## src/rtl/dual_port_ram_arbiter.sv

```systemverilog
// Two-requester round-robin arbiter in front of a 1-cycle-latency dual-port RAM.
// One command (read or write) is accepted per cycle. A single pending read
// result is tracked; while it is backpressured, reads are held off so the
// RAM read register keeps its data. Writes keep flowing.
module dual_port_ram_arbiter #(
  parameter int DATA_WIDTH = 64,
  parameter int MEM_DEPTH  = 256,
  parameter int ADDR_WIDTH = $clog2(MEM_DEPTH),
  parameter int BYTE_WIDTH = DATA_WIDTH / 8
) (
  input  logic                  clk,
  input  logic                  rst_n,
  // requester 0 command
  input  logic                  cmd0_valid,
  output logic                  cmd0_ready,
  input  logic                  cmd0_write,
  input  logic [ADDR_WIDTH-1:0] cmd0_addr,
  input  logic [DATA_WIDTH-1:0] cmd0_wdata,
  input  logic [BYTE_WIDTH-1:0] cmd0_wstrb,
  // requester 1 command
  input  logic                  cmd1_valid,
  output logic                  cmd1_ready,
  input  logic                  cmd1_write,
  input  logic [ADDR_WIDTH-1:0] cmd1_addr,
  input  logic [DATA_WIDTH-1:0] cmd1_wdata,
  input  logic [BYTE_WIDTH-1:0] cmd1_wstrb,
  // responses
  output logic                  rsp0_valid,
  input  logic                  rsp0_ready,
  output logic [DATA_WIDTH-1:0] rsp0_rdata,
  output logic                  rsp1_valid,
  input  logic                  rsp1_ready,
  output logic [DATA_WIDTH-1:0] rsp1_rdata,
  // RAM ports
  output logic [ADDR_WIDTH-1:0] ram_read_addr,
  output logic                  ram_read_enable,
  input  logic [DATA_WIDTH-1:0] ram_read_data,
  output logic [ADDR_WIDTH-1:0] ram_write_addr,
  output logic [DATA_WIDTH-1:0] ram_write_data,
  output logic [BYTE_WIDTH-1:0] ram_write_enable
);

  logic r_rsp_busy;
  logic r_rsp_id;
  logic r_prio;

  logic w_rsp_hs;      // pending result taken this cycle
  logic w_slot_free;   // a new read result can be accepted
  logic w_elig0, w_elig1;
  logic w_gnt0, w_gnt1;
  logic w_gnt_any;
  logic w_sel;         // requester whose fields drive the RAM ports
  logic w_sel_write;
  logic w_new_read;

  // Slot is free when empty, or when the pending result leaves this cycle.
  always_comb begin
    w_rsp_hs    = r_rsp_busy && (r_rsp_id ? rsp1_ready : rsp0_ready);
    w_slot_free = !r_rsp_busy || w_rsp_hs;
    w_elig0     = rst_n && cmd0_valid && (cmd0_write || w_slot_free);
    w_elig1     = rst_n && cmd1_valid && (cmd1_write || w_slot_free);
  end

  // Round-robin pick between eligible requesters; prio holder wins ties.
  always_comb begin
    w_gnt0 = 1'b0;
    w_gnt1 = 1'b0;
    if (r_prio == 1'b0) begin
      w_gnt0 = w_elig0;
      w_gnt1 = w_elig1 && !w_elig0;
    end else begin
      w_gnt1 = w_elig1;
      w_gnt0 = w_elig0 && !w_elig1;
    end
    w_gnt_any   = w_gnt0 || w_gnt1;
    // With no grant the address/data buses just follow the prio requester.
    w_sel       = w_gnt1 ? 1'b1 : (w_gnt0 ? 1'b0 : r_prio);
    w_sel_write = w_sel ? cmd1_write : cmd0_write;
    w_new_read  = w_gnt_any && !w_sel_write;
  end

  // RAM port and handshake outputs.
  always_comb begin
    cmd0_ready       = w_gnt0;
    cmd1_ready       = w_gnt1;
    ram_read_addr    = w_sel ? cmd1_addr  : cmd0_addr;
    ram_write_addr   = w_sel ? cmd1_addr  : cmd0_addr;
    ram_write_data   = w_sel ? cmd1_wdata : cmd0_wdata;
    ram_read_enable  = w_new_read;
    ram_write_enable = '0;
    if (w_gnt_any && w_sel_write)
      ram_write_enable = w_sel ? cmd1_wstrb : cmd0_wstrb;
    rsp0_valid       = rst_n && r_rsp_busy && (r_rsp_id == 1'b0);
    rsp1_valid       = rst_n && r_rsp_busy && (r_rsp_id == 1'b1);
    rsp0_rdata       = ram_read_data;
    rsp1_rdata       = ram_read_data;
  end

  // Track the pending read result and rotate priority after every grant.
  always_ff @(posedge clk) begin
    if (!rst_n) begin
      r_rsp_busy <= 1'b0;
      r_rsp_id   <= 1'b0;
      r_prio     <= 1'b0;
    end else begin
      if (w_gnt_any)
        r_prio <= ~w_sel;
      if (w_new_read) begin
        r_rsp_busy <= 1'b1;
        r_rsp_id   <= w_sel;
      end else if (w_rsp_hs) begin
        r_rsp_busy <= 1'b0;
      end
    end
  end

endmodule

```

## config.mk

```make
export PLATFORM = sky130hd
export DESIGN_NAME = dual_port_ram_arbiter
export DESIGN_NICKNAME = d
export VERILOG_FILES = /design/src/rtl/dual_port_ram_arbiter.sv
export SDC_FILE = /design/constraint.sdc
export NUM_CORES = 1
export LEC_CHECK = 0
export CAP_MARGIN = 10
export CORE_AREA = 5 5 173 175
export DETAILED_ROUTE_END_ITERATION = 8
export DIE_AREA = 0 0 178 180
export SYNTH_ARGS = -nofsm -noshare
export SYNTH_HDL_FRONTEND = slang
export SYNTH_SLANG_ARGS = --single-unit
```

## constraint.sdc

```tcl
create_clock -name clk -period 2.7 [get_ports clk]
set_input_delay 0.27 -clock clk [delete_from_list [all_inputs] [get_ports clk]]
set_output_delay 0.27 -clock clk [all_outputs]
set_load 0.02 [all_outputs]
```

==> results.md <==
* Critical path peak fanout at 8
* Clock Skew at about 0.00054 ns
* Final #Nets at 662
* Largest family of logic cells by synthesized area: buffers and inverters
* Via-per-instance ratio at just over 3
* Critical Path End Type: primary output
* Mean post-synth cell area at between 8 and 9 um^2
* Worst stage delay on the critical path at approximately 0.36 ns
* Path class of the lowest-slack min-delay path: input pin to primary output
* Layout cell share with drive strength beyond 1 at between 40% and 50%
* Post-synthesis cell count at around 280
* Global-route wire length before repair at between 15000 and 20000 um
* Worst max-slew margin expressed relative to the limit at 77.0%
* Total clock buffers created by CTS at 3
* Placed wire-length estimate at between 10000 and 15000 um
* Residual DRC at 0
* Number of nets in the synthesized netlist at roughly 500
* Setup repair after global routing missed its margin: true
* Switching power at around 0.00054 W
* Total congestion overflow after global routing at 0
* Number of hold-repair buffers added at the cts stage at 0
* Area fraction in compound gates after synthesis at just under 5%
* Insertion delay of the later-clocked pin in the worst-skew pair at 0.22 ns
* DR vias at 2542
* Gate power share at between 70 and 80%
* Slew at the pin with the worst max-slew slack at 0.344 ns
* Net switching share of the total power at approximately 40%
* Clock slew seen by the registers of the worst setup and hold paths at approximately 0.030 ns
* Seq/Total Area, Yosys at 2.49%
* Combined buffer and inverter count along the critical path at 3
* Horizontal die dimension at about 180 um
* Worst Slack Setup Final at 0.0451 ns
* GRT Overall Usage at about 7%
* Antenna Nets Post-Route at 0
* Placement-stage worst setup slack at -0.482 ns
* Proportion of synthesized area in mux cells at 37.6%
* Area of all placed cells without fillers at between 0.004 and 0.005 mm^2
* Number of warnings reported in the yosys synthesis log at 0
* Initial antenna violation count at 3
* CP top delay family: multiplexers
* Crit share post-route at 98.3%
* Share of synthesized cell area in and, or, nand and nor gates at about 8.0%
* Flop pwr share at under 10%
* Number of non-filler instances in the completed layout at between 800 and 900
* Cell taking the most area after synthesis: sky130_fd_sc_hd__buf_4
* Required time at the worst-slack endpoint at between 2 and 2.5 ns
* Maximum root-to-sink buffer count at 2
* Most frequent standard cell in the layout excluding fill and tap cells: sky130_fd_sc_hd__clkdlybuf4s50_1
* Library cells used by synthesis at 31
* Core footprint at 0.0283 mm^2
* DRT Wirelength at between 10000 and 15000 um
* Cell Pwr Density at around 300 mW/mm^2
* Vias in the first global route at between 2000 and 3000
* Total power draw at 0.00137 W
* Adder and majority cell fraction of the synthesized area at 0%
* Routed len/inst at 16.5 um
* Most frequent cells in the layout: sky130_fd_sc_hd__clkdlybuf4s50_1, sky130_fd_sc_hd__buf_2, sky130_fd_sc_hd__mux2_2, sky130_fd_sc_hd__buf_4, sky130_fd_sc_hd__nand3_1
* Count of standard-cell rows at between 60 and 70
* Cells taking the most area after synthesis: sky130_fd_sc_hd__buf_4, sky130_fd_sc_hd__mux2_2, sky130_fd_sc_hd__mux2_1
* Clock root buffer master: sky130_fd_sc_hd__clkbuf_16
* Number of slew-limit violations in the final report at 0
* Clock sink count at 3
* Syn-to-layout area delta at 88.8%
* Share of power burned in the clock network at roughly 17%
* Utilization after layout at about 16%
* Reported leakage power at about 1.8 nW
* Total cell area at the placement stage at 0.00456 mm^2
* Mapped Area at around 0.0024 mm^2
* Period minus WS final at ~2.7 ns
* Critical path, cell by cell: mux2i_4, a31oi_4, a221oi_4, buf_12, bufbuf_16, mux2_2, buf_2
* Final number of hold-violating endpoints at 0
* Number of design-rule violations left by the first detailed-router iteration at 48
* Number of top-level design ports at around 450
* Die Span Y at roughly 180 um
* Number of storage elements in the synthesis netlist at 3
* First-pass detailed-route iteration total at 4
* Port-buffer cells at between 200 and 300
* Number of cells after detailed placement at 801
* Peak clock frequency supported by timing at ~0.38 GHz
* CP max stage cell: sky130_fd_sc_hd__dfxtp_4
* Level count of the clock H-tree at 1
* Area enclosed by the die boundary at roughly 0.032 mm^2
* Max IR drop VDD at 0.380 mV
* Arrival time worst endpoint at between 2 and 2.5 ns
* CTS tree: done
* Critical Setup Path Class: flip-flop to primary output
* Pin count of the biggest net entering global routing at 22
* Max-Cap Viols at 0
* Synth top area share at between 40% and 50%
* Count of endpoints failing setup in the final report at 0
* Placer Congestion at slightly below 0.9
* Status: complete, no violations
* Area share of xor/xnor cells in the synthesized design at 0%
* Startpoint type of the worst setup path: flip-flop
* Cell internal power dissipation at ~0.00083 W
* Initial Utilization at 8.50%
==> flip-flops by register name, indices dropped and copies added (netlist names) <==
register    count
r_prio          1
r_rsp_busy      1
r_rsp_id        1
==> what timing repair did <==
| action | CTS | global route |
|---|---|---|
| hold endpoints to repair | 0 | 0 |
| gates resized for setup | 271 | 73 |
| setup endpoints to repair | 88 | 88 |
| buffers inserted | 2 | 2 |
| gates cloned | 3 | 2 |
| pin swaps | 1 | 2 |
==> cell families (layout without fill, tap and decap cells) <==
group	after synthesis	count (layout)
AO/OA/AOI/OAI	13	13
AND/OR/NAND/NOR	35	35
multiplexers	81	81
flip-flops	3	3
other	0	3
buffers and inverters	150	297
==> power by group through the flow <==
stage	sequential [W]	combinational, W	clock, W
final	0.0000521	0.00108	0.000237
after global routing	0.0000527	0.00114	0.000245
after CTS	0.0000520	0.00114	0.000242
after detailed placement	0.0000517	0.00110	0
after global placement	0.0000517	0.00110	0
after floorplan	0.0000501	0.000785	0
==> stage by stage <==
| stage | hold slack [ns] | setup TNS (ns) |
|---|---|---|
| after floorplan | 0.462 | 0 |
| after global placement | 0.540 | -32.67 |
| after detailed placement | 0.540 | -33.77 |
| after CTS | 0.540 | -1.59 |
| after global routing | 0.540 | -0.459 |
| final | 0.540 | 0 |
==> final cells by class <==
| class | count | area [um^2] |
|---|---|---|
| diodes | 3 | 7.51 |
| clock buffers | 4 | 78.8 |
| fillers | 3218 | 23800 |
| inverters | 2 | 7.51 |
| multi-input cells | 129 | 1260 |
| flip-flops and latches | 3 | 63.8 |
| well taps | 384 | 480 |
| repair buffers | 291 | 2650 |
==> routing by layer <==
layer / vias to the layer above / track usage (%) / wire, um
met3: 44 / 3.61 / 2170
li1: 1131 / - / -
met5: - / 1.08 / 44
met1: 1117 / 7.09 / 4530
met2: 248 / 12.3 / 6380
met4: 2 / 2.29 / 323
==> worst paths after layout <==
check / startpoint / endpoint / slack, ns / depth (start not counted)
max reg2reg: r_prio / r_rsp_id / 1.09 / 6
min reg2reg: r_rsp_id / r_rsp_id / 0.69 / 2
max: r_rsp_id / ram_write_data[51] / 0.05 / 7
min: ram_read_data[39] / rsp0_rdata[39] / 0.54 / 0
==> Yosys cell counts <==
| cell | count |
|---|---|
| sky130_fd_sc_hd__nand3b_1 | 1 |
| sky130_fd_sc_hd__and2_1 | 2 |
| sky130_fd_sc_hd__a221oi_4 | 1 |
| sky130_fd_sc_hd__o211a_1 | 1 |
| sky130_fd_sc_hd__a31oi_1 | 1 |
| sky130_fd_sc_hd__buf_4 | 136 |
| sky130_fd_sc_hd__nand2b_1 | 2 |
| sky130_fd_sc_hd__mux2_1 | 12 |
| sky130_fd_sc_hd__a31o_2 | 1 |
| sky130_fd_sc_hd__inv_1 | 2 |
| sky130_fd_sc_hd__nor4_1 | 1 |
| sky130_fd_sc_hd__nand3_1 | 17 |
| sky130_fd_sc_hd__buf_6 | 8 |
| sky130_fd_sc_hd__o21a_1 | 3 |
| sky130_fd_sc_hd__dfxtp_1 | 3 |
| sky130_fd_sc_hd__a21oi_1 | 1 |
| sky130_fd_sc_hd__nor2_1 | 2 |
| sky130_fd_sc_hd__mux2i_1 | 8 |
| sky130_fd_sc_hd__o21ai_1 | 1 |
| sky130_fd_sc_hd__and3_1 | 2 |
| sky130_fd_sc_hd__mux2_2 | 60 |
| sky130_fd_sc_hd__a21boi_0 | 1 |
| sky130_fd_sc_hd__and3b_1 | 1 |
| sky130_fd_sc_hd__nand4b_1 | 1 |
| sky130_fd_sc_hd__a22o_1 | 1 |
| sky130_fd_sc_hd__nand2_1 | 5 |
| sky130_fd_sc_hd__a221oi_1 | 1 |
| sky130_fd_sc_hd__clkbuf_1 | 4 |
| sky130_fd_sc_hd__mux2i_2 | 1 |
| sky130_fd_sc_hd__o32ai_1 | 1 |
| sky130_fd_sc_hd__nand4bb_1 | 1 |
==> worst register-to-register path: stages, from the launching register on <==
cell	delay, ns
sky130_fd_sc_hd__dfxtp_1	0.39
sky130_fd_sc_hd__buf_4	0.18
sky130_fd_sc_hd__and3b_1	0.19
sky130_fd_sc_hd__o32ai_1	0.29
sky130_fd_sc_hd__buf_4	0.17
sky130_fd_sc_hd__a21boi_0	0.09
sky130_fd_sc_hd__o21a_1	0.18
Note: power is estimated with default switching activity, not from simulation.
